`src/rtl/demux4_buffered_pkg.sv`:
```
// Shared constants for the 1-to-4 buffered demultiplexer: channel ids and default sizes.
package demux4_buffered_pkg;

  localparam int NUM_CH             = 4;
  localparam int DEFAULT_DATA_WIDTH = 32;
  localparam int DEFAULT_DEPTH      = 2;
  localparam int DEFAULT_CNT_WIDTH  = 16;

  typedef enum logic [1:0] {
    CH_WB  = 2'd0,
    CH_MEM = 2'd1,
    CH_DBG = 2'd2,
    CH_AUX = 2'd3
  } ch_e;

endpackage

```
`src/rtl/demux4_buffered_if.sv`:
```
// Upstream valid/ready stream plus the four per-channel drain ports of demux4_buffered.
interface demux4_buffered_if
  import demux4_buffered_pkg::*;
#(
  parameter int DATA_WIDTH = DEFAULT_DATA_WIDTH
);
  logic                         in_valid;
  logic                         in_ready;
  logic [1:0]                   in_select;
  logic [DATA_WIDTH-1:0]        in_data;
  logic [NUM_CH-1:0]            out_valid;
  logic [NUM_CH-1:0]            out_ready;
  logic [NUM_CH*DATA_WIDTH-1:0] out_data;
  logic                         busy;

  modport master (
    output in_valid, in_select, in_data, out_ready,
    input  in_ready, out_valid, out_data, busy
  );

  modport slave (
    input  in_valid, in_select, in_data, out_ready,
    output in_ready, out_valid, out_data, busy
  );
endinterface

```
`src/rtl/demux4_buffered_chan_fifo.sv`:
```
// Single-clock circular FIFO for one demux channel; the head word is held in its own register.
module demux_chan_fifo #(
  parameter int DATA_WIDTH = 32,
  parameter int DEPTH      = 2
) (
  input  logic                  clk,
  input  logic                  rst_n,
  input  logic                  push,
  input  logic [DATA_WIDTH-1:0] push_data,
  output logic                  full,
  input  logic                  pop,
  output logic                  valid,
  output logic [DATA_WIDTH-1:0] head
);
  localparam int PTR_W = $clog2(DEPTH);
  localparam int CNT_W = PTR_W + 1;

  logic [DATA_WIDTH-1:0] mem_q [DEPTH];
  logic [PTR_W-1:0]      wr_ptr_q, wr_ptr_d;
  logic [PTR_W-1:0]      rd_ptr_q, rd_ptr_d;
  logic [CNT_W-1:0]      count_q, count_d;
  logic [DATA_WIDTH-1:0] head_q, head_d;

  assign full  = (count_q == CNT_W'(DEPTH));
  assign valid = (count_q != '0);
  assign head  = head_q;

  // NOTE: every always_comb output gets a default first so no latch is inferred.
  always_comb begin
    wr_ptr_d = wr_ptr_q;
    rd_ptr_d = rd_ptr_q;
    count_d  = count_q;
    head_d   = head_q;
    if (push) wr_ptr_d = wr_ptr_q + PTR_W'(1);
    if (pop)  rd_ptr_d = rd_ptr_q + PTR_W'(1);
    case ({push, pop})
      2'b10:   count_d = count_q + CNT_W'(1);
      2'b01:   count_d = count_q - CNT_W'(1);
      default: count_d = count_q;
    endcase
    // Head tracks the oldest word; when the last word leaves it keeps its old value.
    if (pop) begin
      if (count_q > CNT_W'(1)) head_d = mem_q[rd_ptr_d];
      else if (push)           head_d = push_data;
    end else if (!valid && push) begin
      head_d = push_data;
    end
  end

  // NOTE: the storage array has no reset; only pointers, count and head are cleared.
  always_ff @(posedge clk) begin
    if (push) mem_q[wr_ptr_q] <= push_data;
  end

  // NOTE: sequential state uses non-blocking assignments only.
  always_ff @(posedge clk or negedge rst_n) begin
    if (!rst_n) begin
      wr_ptr_q <= '0;
      rd_ptr_q <= '0;
      count_q  <= '0;
      head_q   <= '0;
    end else begin
      wr_ptr_q <= wr_ptr_d;
      rd_ptr_q <= rd_ptr_d;
      count_q  <= count_d;
      head_q   <= head_d;
    end
  end
endmodule

```
`src/rtl/demux4_buffered.sv`:
```
// 1-to-4 buffered demux: steers a tagged stream into four independent channel FIFOs.
// Optional per-channel transfer counters are built when DEMUX4_STATS_EN is defined.
module demux4_buffered
  import demux4_buffered_pkg::*;
#(
  parameter int DATA_WIDTH = DEFAULT_DATA_WIDTH,
  parameter int DEPTH      = DEFAULT_DEPTH
`ifdef DEMUX4_STATS_EN
  ,
  parameter int CNT_WIDTH  = DEFAULT_CNT_WIDTH
`endif
) (
  input  logic clk,
  input  logic rst_n,
  demux4_buffered_if.slave bus
`ifdef DEMUX4_STATS_EN
  ,
  input  logic                        stat_clear,
  output logic [NUM_CH*CNT_WIDTH-1:0] stat_count
`endif
);
  ch_e                   sel;
  logic                  in_ready;
  logic [NUM_CH-1:0]     full;
  logic [NUM_CH-1:0]     push;
  logic [NUM_CH-1:0]     pop;
  logic [NUM_CH-1:0]     valid;
  logic [DATA_WIDTH-1:0] head [NUM_CH];

  assign sel      = ch_e'(bus.in_select);
  // Ready depends only on the addressed channel's registered fill state.
  assign in_ready = ~full[bus.in_select];

  for (genvar k = 0; k < NUM_CH; k++) begin : g_ch
    assign push[k] = bus.in_valid && in_ready && (sel == ch_e'(k));
    assign pop[k]  = valid[k] && bus.out_ready[k];

    demux_chan_fifo #(
      .DATA_WIDTH (DATA_WIDTH),
      .DEPTH      (DEPTH)
    ) u_fifo (
      .clk       (clk),
      .rst_n     (rst_n),
      .push      (push[k]),
      .push_data (bus.in_data),
      .full      (full[k]),
      .pop       (pop[k]),
      .valid     (valid[k]),
      .head      (head[k])
    );

    assign bus.out_data[k*DATA_WIDTH +: DATA_WIDTH] = head[k];
  end

  assign bus.in_ready  = in_ready;
  assign bus.out_valid = valid;
  assign bus.busy      = |valid;

`ifdef DEMUX4_STATS_EN
  logic [CNT_WIDTH-1:0] stat_q [NUM_CH];
  logic [CNT_WIDTH-1:0] stat_d [NUM_CH];

  // Clear wins over an increment; counters stick at all-ones.
  always_comb begin
    for (int k = 0; k < NUM_CH; k++) begin
      stat_d[k] = stat_q[k];
      if (stat_clear)                     stat_d[k] = '0;
      else if (pop[k] && (stat_q[k] != '1)) stat_d[k] = stat_q[k] + CNT_WIDTH'(1);
    end
  end

  always_ff @(posedge clk or negedge rst_n) begin
    if (!rst_n) begin
      for (int k = 0; k < NUM_CH; k++) stat_q[k] <= '0;
    end else begin
      for (int k = 0; k < NUM_CH; k++) stat_q[k] <= stat_d[k];
    end
  end

  for (genvar k = 0; k < NUM_CH; k++) begin : g_stat
    assign stat_count[k*CNT_WIDTH +: CNT_WIDTH] = stat_q[k];
  end
`endif
endmodule

```
`src/flat_wrapper.sv`:
```
// flat-port wrapper written by rule: the top's interface ports become plain ports
module demux4_buffered_flat import demux4_buffered_pkg::*;
#(
  parameter int DATA_WIDTH = DEFAULT_DATA_WIDTH,
  parameter int DEPTH      = DEFAULT_DEPTH

)
  (clk, rst_n, bus_in_valid, bus_in_select, bus_in_data, bus_out_ready, bus_in_ready, bus_out_valid, bus_out_data, bus_busy);
  demux4_buffered_if #(.DATA_WIDTH(DATA_WIDTH)) bus_i ();
  input  logic clk;
  input  logic rst_n;
  input wire logic [$bits(bus_i.in_valid)-1:0] bus_in_valid;
  input wire logic [$bits(bus_i.in_select)-1:0] bus_in_select;
  input wire logic [$bits(bus_i.in_data)-1:0] bus_in_data;
  input wire logic [$bits(bus_i.out_ready)-1:0] bus_out_ready;
  output wire logic [$bits(bus_i.in_ready)-1:0] bus_in_ready;
  output wire logic [$bits(bus_i.out_valid)-1:0] bus_out_valid;
  output wire logic [$bits(bus_i.out_data)-1:0] bus_out_data;
  output wire logic [$bits(bus_i.busy)-1:0] bus_busy;
  assign bus_i.in_valid = bus_in_valid;
  assign bus_i.in_select = bus_in_select;
  assign bus_i.in_data = bus_in_data;
  assign bus_i.out_ready = bus_out_ready;
  assign bus_in_ready = bus_i.in_ready;
  assign bus_out_valid = bus_i.out_valid;
  assign bus_out_data = bus_i.out_data;
  assign bus_busy = bus_i.busy;
  demux4_buffered #(.DATA_WIDTH(DATA_WIDTH), .DEPTH(DEPTH)) u_core (.clk(clk), .rst_n(rst_n), .bus(bus_i));
endmodule
```
`config.mk`:
```
export PLATFORM = sky130hd
export DESIGN_NAME = demux4_buffered_flat
export DESIGN_NICKNAME = d
export VERILOG_FILES = /design/src/rtl/demux4_buffered_pkg.sv /design/src/rtl/demux4_buffered_if.sv /design/src/rtl/demux4_buffered_chan_fifo.sv /design/src/rtl/demux4_buffered.sv /design/src/flat_wrapper.sv
export SDC_FILE = /design/constraint.sdc
export NUM_CORES = 1
export LEC_CHECK = 0
export CAP_MARGIN = 40
export CORE_MARGIN = 1
export CORE_UTILIZATION = 51
export CTS_CLUSTER_SIZE = 8
export DETAILED_ROUTE_END_ITERATION = 8
export PLACE_DENSITY = 0.83
export SLEW_MARGIN = 10
export SYNTH_ARGS = -nofsm -noshare
export SYNTH_HDL_FRONTEND = slang
export SYNTH_SLANG_ARGS = --single-unit
```
`constraint.sdc`:
```
create_clock -name clk -period 3.2 [get_ports clk]
set_input_delay 0.48 -clock clk [delete_from_list [all_inputs] [get_ports clk]]
set_output_delay 0.48 -clock clk [all_outputs]
set_load 0.01 [all_outputs]
```
==> flow_summary_export.csv <==
group,metric,value,unit
yosys,yosys_warnings,0,
detailed_routing,wl,36670,um
sta,drv_slew,0,
sta,period_share,88.50,%
setup_path,r2r_slack,0.41,ns
cts,cts_buffers,56,
detailed_routing,drtIter0Drc,445,
setup_path,crit_slowest_cell,"clkdlybuf4s50_1",
sta,max_slew_margin,41.88,%
yosys,syn_inst,932,
sta,clock.fmax,353.1,MHz
yosys,synth.top_cell.area_share,46.05,%
detailed_routing,drcViolationCount,0,
yosys,netlist_area,16690,sq um
pwr,p_leak,7.643,nW
finish,syn_to_final_growth,25.58,%
detailed_routing,ant_nets,0,
global_route,top_usage_layer,"met2",
yosys,yosys-top-cells-area,"edfxtp_1 (46%), mux2_2 (25%), dfrtp_1 (22%), mux2_4 (1.8%), ha_1 (1.3%)",
detailed_routing,wl_per_cell,22.55,um
sta,setup_tns,0,ns
finish,antenna_cells,0,
cts,cts_tree,"yes",
detailed_routing,firstDrtPassIters,4,
setup_path,required,2.72,ns
cts,ctsHoldBuffers,0,
outcome,status,"complete, but fails checks",
setup_path,crit_type,"reg -> out",
cts,cts.clk_slew.worst_paths,0.05,ns
setup_path,crit_arrival,2.35,ns
detailed_routing,vias_per_cell,5.438,
sta,finalHoldWorstSlack,-0.01858,ns
yosys,ys.flop_type,"edfxtp_1",
sta,rsz0062_at_grt,"no",
placement,hpwl,22850,um
cts,cts-root-buf,"clkbuf_16",
finish,drive_gt1_share,42.23,%
sta,post-route-min-period,2.832,ns
global_route,grt.met1_usage,30.07,%
outcome,violations,"hold timing",
yosys,synthArstFlopShare,36.00,%
placement,portBuffers,174,
finish,final_cell_area,20960,sq um
setup_path,critPathMaxFanout,3,
cts,cts_sinks,400,
placement,dp_slack,0.1562,ns
min_path,hp-class,"in -> async",
sta,setup_ws,0.3682,ns
pwr,p_total,20.54,mW
yosys,yosysTopAreaCell,"edfxtp_1",
setup_path,crit_top_cell,"inv_1",
cts,cts_buffer_depth,3,
finish,nets,1208,
cts,clkLatencyLatePin,0.56,ns
yosys,synth_edf_count,256,
cts,ctsHtreeMaxLevel,2,
global_route,grt_overflow,0,
setup_path,max_stage_delay,0.54,ns
flow_run,cap_viol_max_count,0,
setup_path,crit_buf_inv,3,
floorplanning,rows,65,
floorplanning,die-area,33460,sq um
yosys,ys_seq_elements,400,
placement,gp_congestion,0.7899,
global_route,grtUsageTotal,22.51,%
sta,finalSetupViolCount,0,
setup_path,critPathTopFamily,"buffers and inverters",
yosys,syn-num-nets,991,
setup_path,critPathLaunchType,"flop",
yosys,yosysUniqueCellTypes,29,
cts,cts-resized-gates,0,
sta,worstMarginPinSlew,0.8718,ns
global_route,grt_pass1_wl,57010,um
yosys,synth_area_per_cell,17.91,sq um
floorplanning,die_h,182.9,um
floorplanning,start_util,52.36,%
global_route,grt_pass1_vias,9656,
floorplanning,ios,175,
detailed_routing,vias,8843,
global_route,grtUsageMet2,38.79,%
floorplanning,core,31880,sq um
yosys,yosysSeqAreaShare,67.64,%
global_route,grt_start_max_net_pins,78,
placement,placed_area,19310,sq um
global_route,grt_use_met3,2.919,%
sta,hold_violations,17,
pwr,powerDensity,980.0,nW/um^2
sta,fin_skew,0.02180,ns
setup_path,crit_chain,"inv_1 -> ha_1 -> mux4_2 -> inv_1 -> clkdlybuf4s50_1",
setup_path,end_kind,"output port",
global_route,antenna_found_initial,0,
cts,post_cts_buffers,0,
floorplanning,die_w,182.9,um
pwr,irDropWorstVdd,0.0006198,V
final cells by class:
cell class                 instances  area, sq um
sequential                       400        11300
fill                            2080        10920
multi-input combinational        463         5246
timing repair buffer             210         2161
clock buffer                      96         1573
tap                              435        544.3
clock inverter                     4        75.07
inverter                          18        67.56
where the power goes:
part	total (mW)	internal (mW)	leakage (nW)	switching, mW
Sequential	7.76	6.74	4.01	1.02
Combinational	7.31	4.35	2.85	2.95
Clock	5.48	3.39	0.786	2.09
Total	20.5	14.5	7.64	6.06
path summary, 6_finish.rpt:
check                                            endpoint  cells past startpoint                             start
max                                          bus_in_ready                      5  u_core.g_ch[2].u_fifo.count_q[0]
min                         u_core.g_ch[1].u_fifo.head[0]                      1                             rst_n
max reg2reg                 u_core.g_ch[0].u_fifo.head[1]                      7  u_core.g_ch[0].u_fifo.count_q[0]
min reg2reg                u_core.g_ch[2].u_fifo.head[31]                      1    u_core.g_ch[2].u_fifo.head[31]
max in group asynchronous  u_core.g_ch[2].u_fifo.head[14]                      2                             rst_n
min in group clk           u_core.g_ch[2].u_fifo.head[31]                      1    u_core.g_ch[2].u_fifo.head[31]
metal layers:
layer,up-vias,share of wire [%]
met4,0,2.1
met1,4575,42
met5,-,0
li1,3957,-
met3,52,6.1
met2,259,50
cell families after synthesis:
group | Yosys count | share of synthesized area [%]
flops | 400 | 67.64
mux | 385 | 26.49
buf+inv | 69 | 1.851
simple gates | 35 | 1.252
fa+ha+maj | 18 | 1.349
xor+xnor | 14 | 0.7345
compound gates | 11 | 0.6821
cell usage in the layout, fill, tap and decap left out:
| cell type | synthesis | layout |
|---|---|---|
| mux2_2 | 364 | 364 |
| edfxtp_1 | 256 | 256 |
| clkdlybuf4s50_1 | 0 | 173 |
| dfrtp_1 | 144 | 140 |
| clkbuf_16 | 0 | 57 |
| clkbuf_1 | 29 | 39 |
| buf_4 | 4 | 26 |
| mux2_4 | 20 | 20 |
| inv_1 | 18 | 18 |
| ha_1 | 18 | 18 |
| xnor2_1 | 10 | 10 |
| nor2_4 | 0 | 8 |
| buf_12 | 0 | 7 |
| nor2b_1 | 5 | 5 |
| xor2_1 | 4 | 4 |
| nor4bb_4 | 0 | 4 |
| nand2b_1 | 4 | 4 |
| nor2_1 | 12 | 4 |
| a221oi_4 | 1 | 4 |
| nand2_1 | 4 | 4 |
| o21ai_0 | 4 | 4 |
| dfrtp_2 | 0 | 4 |
| buf_16 | 0 | 3 |
| nand4bb_1 | 2 | 2 |
| a21o_1 | 2 | 2 |
| inv_16 | 0 | 2 |
| nand4b_1 | 1 | 1 |
| or4b_1 | 1 | 1 |
| nand4_1 | 1 | 1 |
| mux4_2 | 1 | 1 |
| a211oi_1 | 1 | 1 |
| nor3_1 | 1 | 1 |
| clkinv_2 | 0 | 1 |
| bufinv_16 | 0 | 1 |
| buf_6 | 3 | 1 |
per-stage QoR:
stage	util (%)	instances
finish	65.75	1626
global route	65.75	1626
CTS	65.75	1626
detailed placement	60.58	1526
global placement	60.33	1523
floorplan	-	932
sequential cells by signal, summed over array words and instances (netlist names):
name,flops
u_core.g_ch.u_fifo.count_q,8
u_core.g_ch.u_fifo.head,128
u_core.g_ch.u_fifo.wr_ptr_q,4
u_core.g_ch.u_fifo.mem_q,256
u_core.g_ch.u_fifo.rd_ptr_q,4
cells in the mapped netlist (5+ instances only):
cell type  number
mux2_2        364
edfxtp_1      256
dfrtp_1       144
clkbuf_1       29
mux2_4         20
ha_1           18
inv_1          18
nor2_1         12
buf_2          10
xnor2_1        10
buf_1           5
nor2b_1         5
No activity file was read; power rests on OpenSTA's default activity.
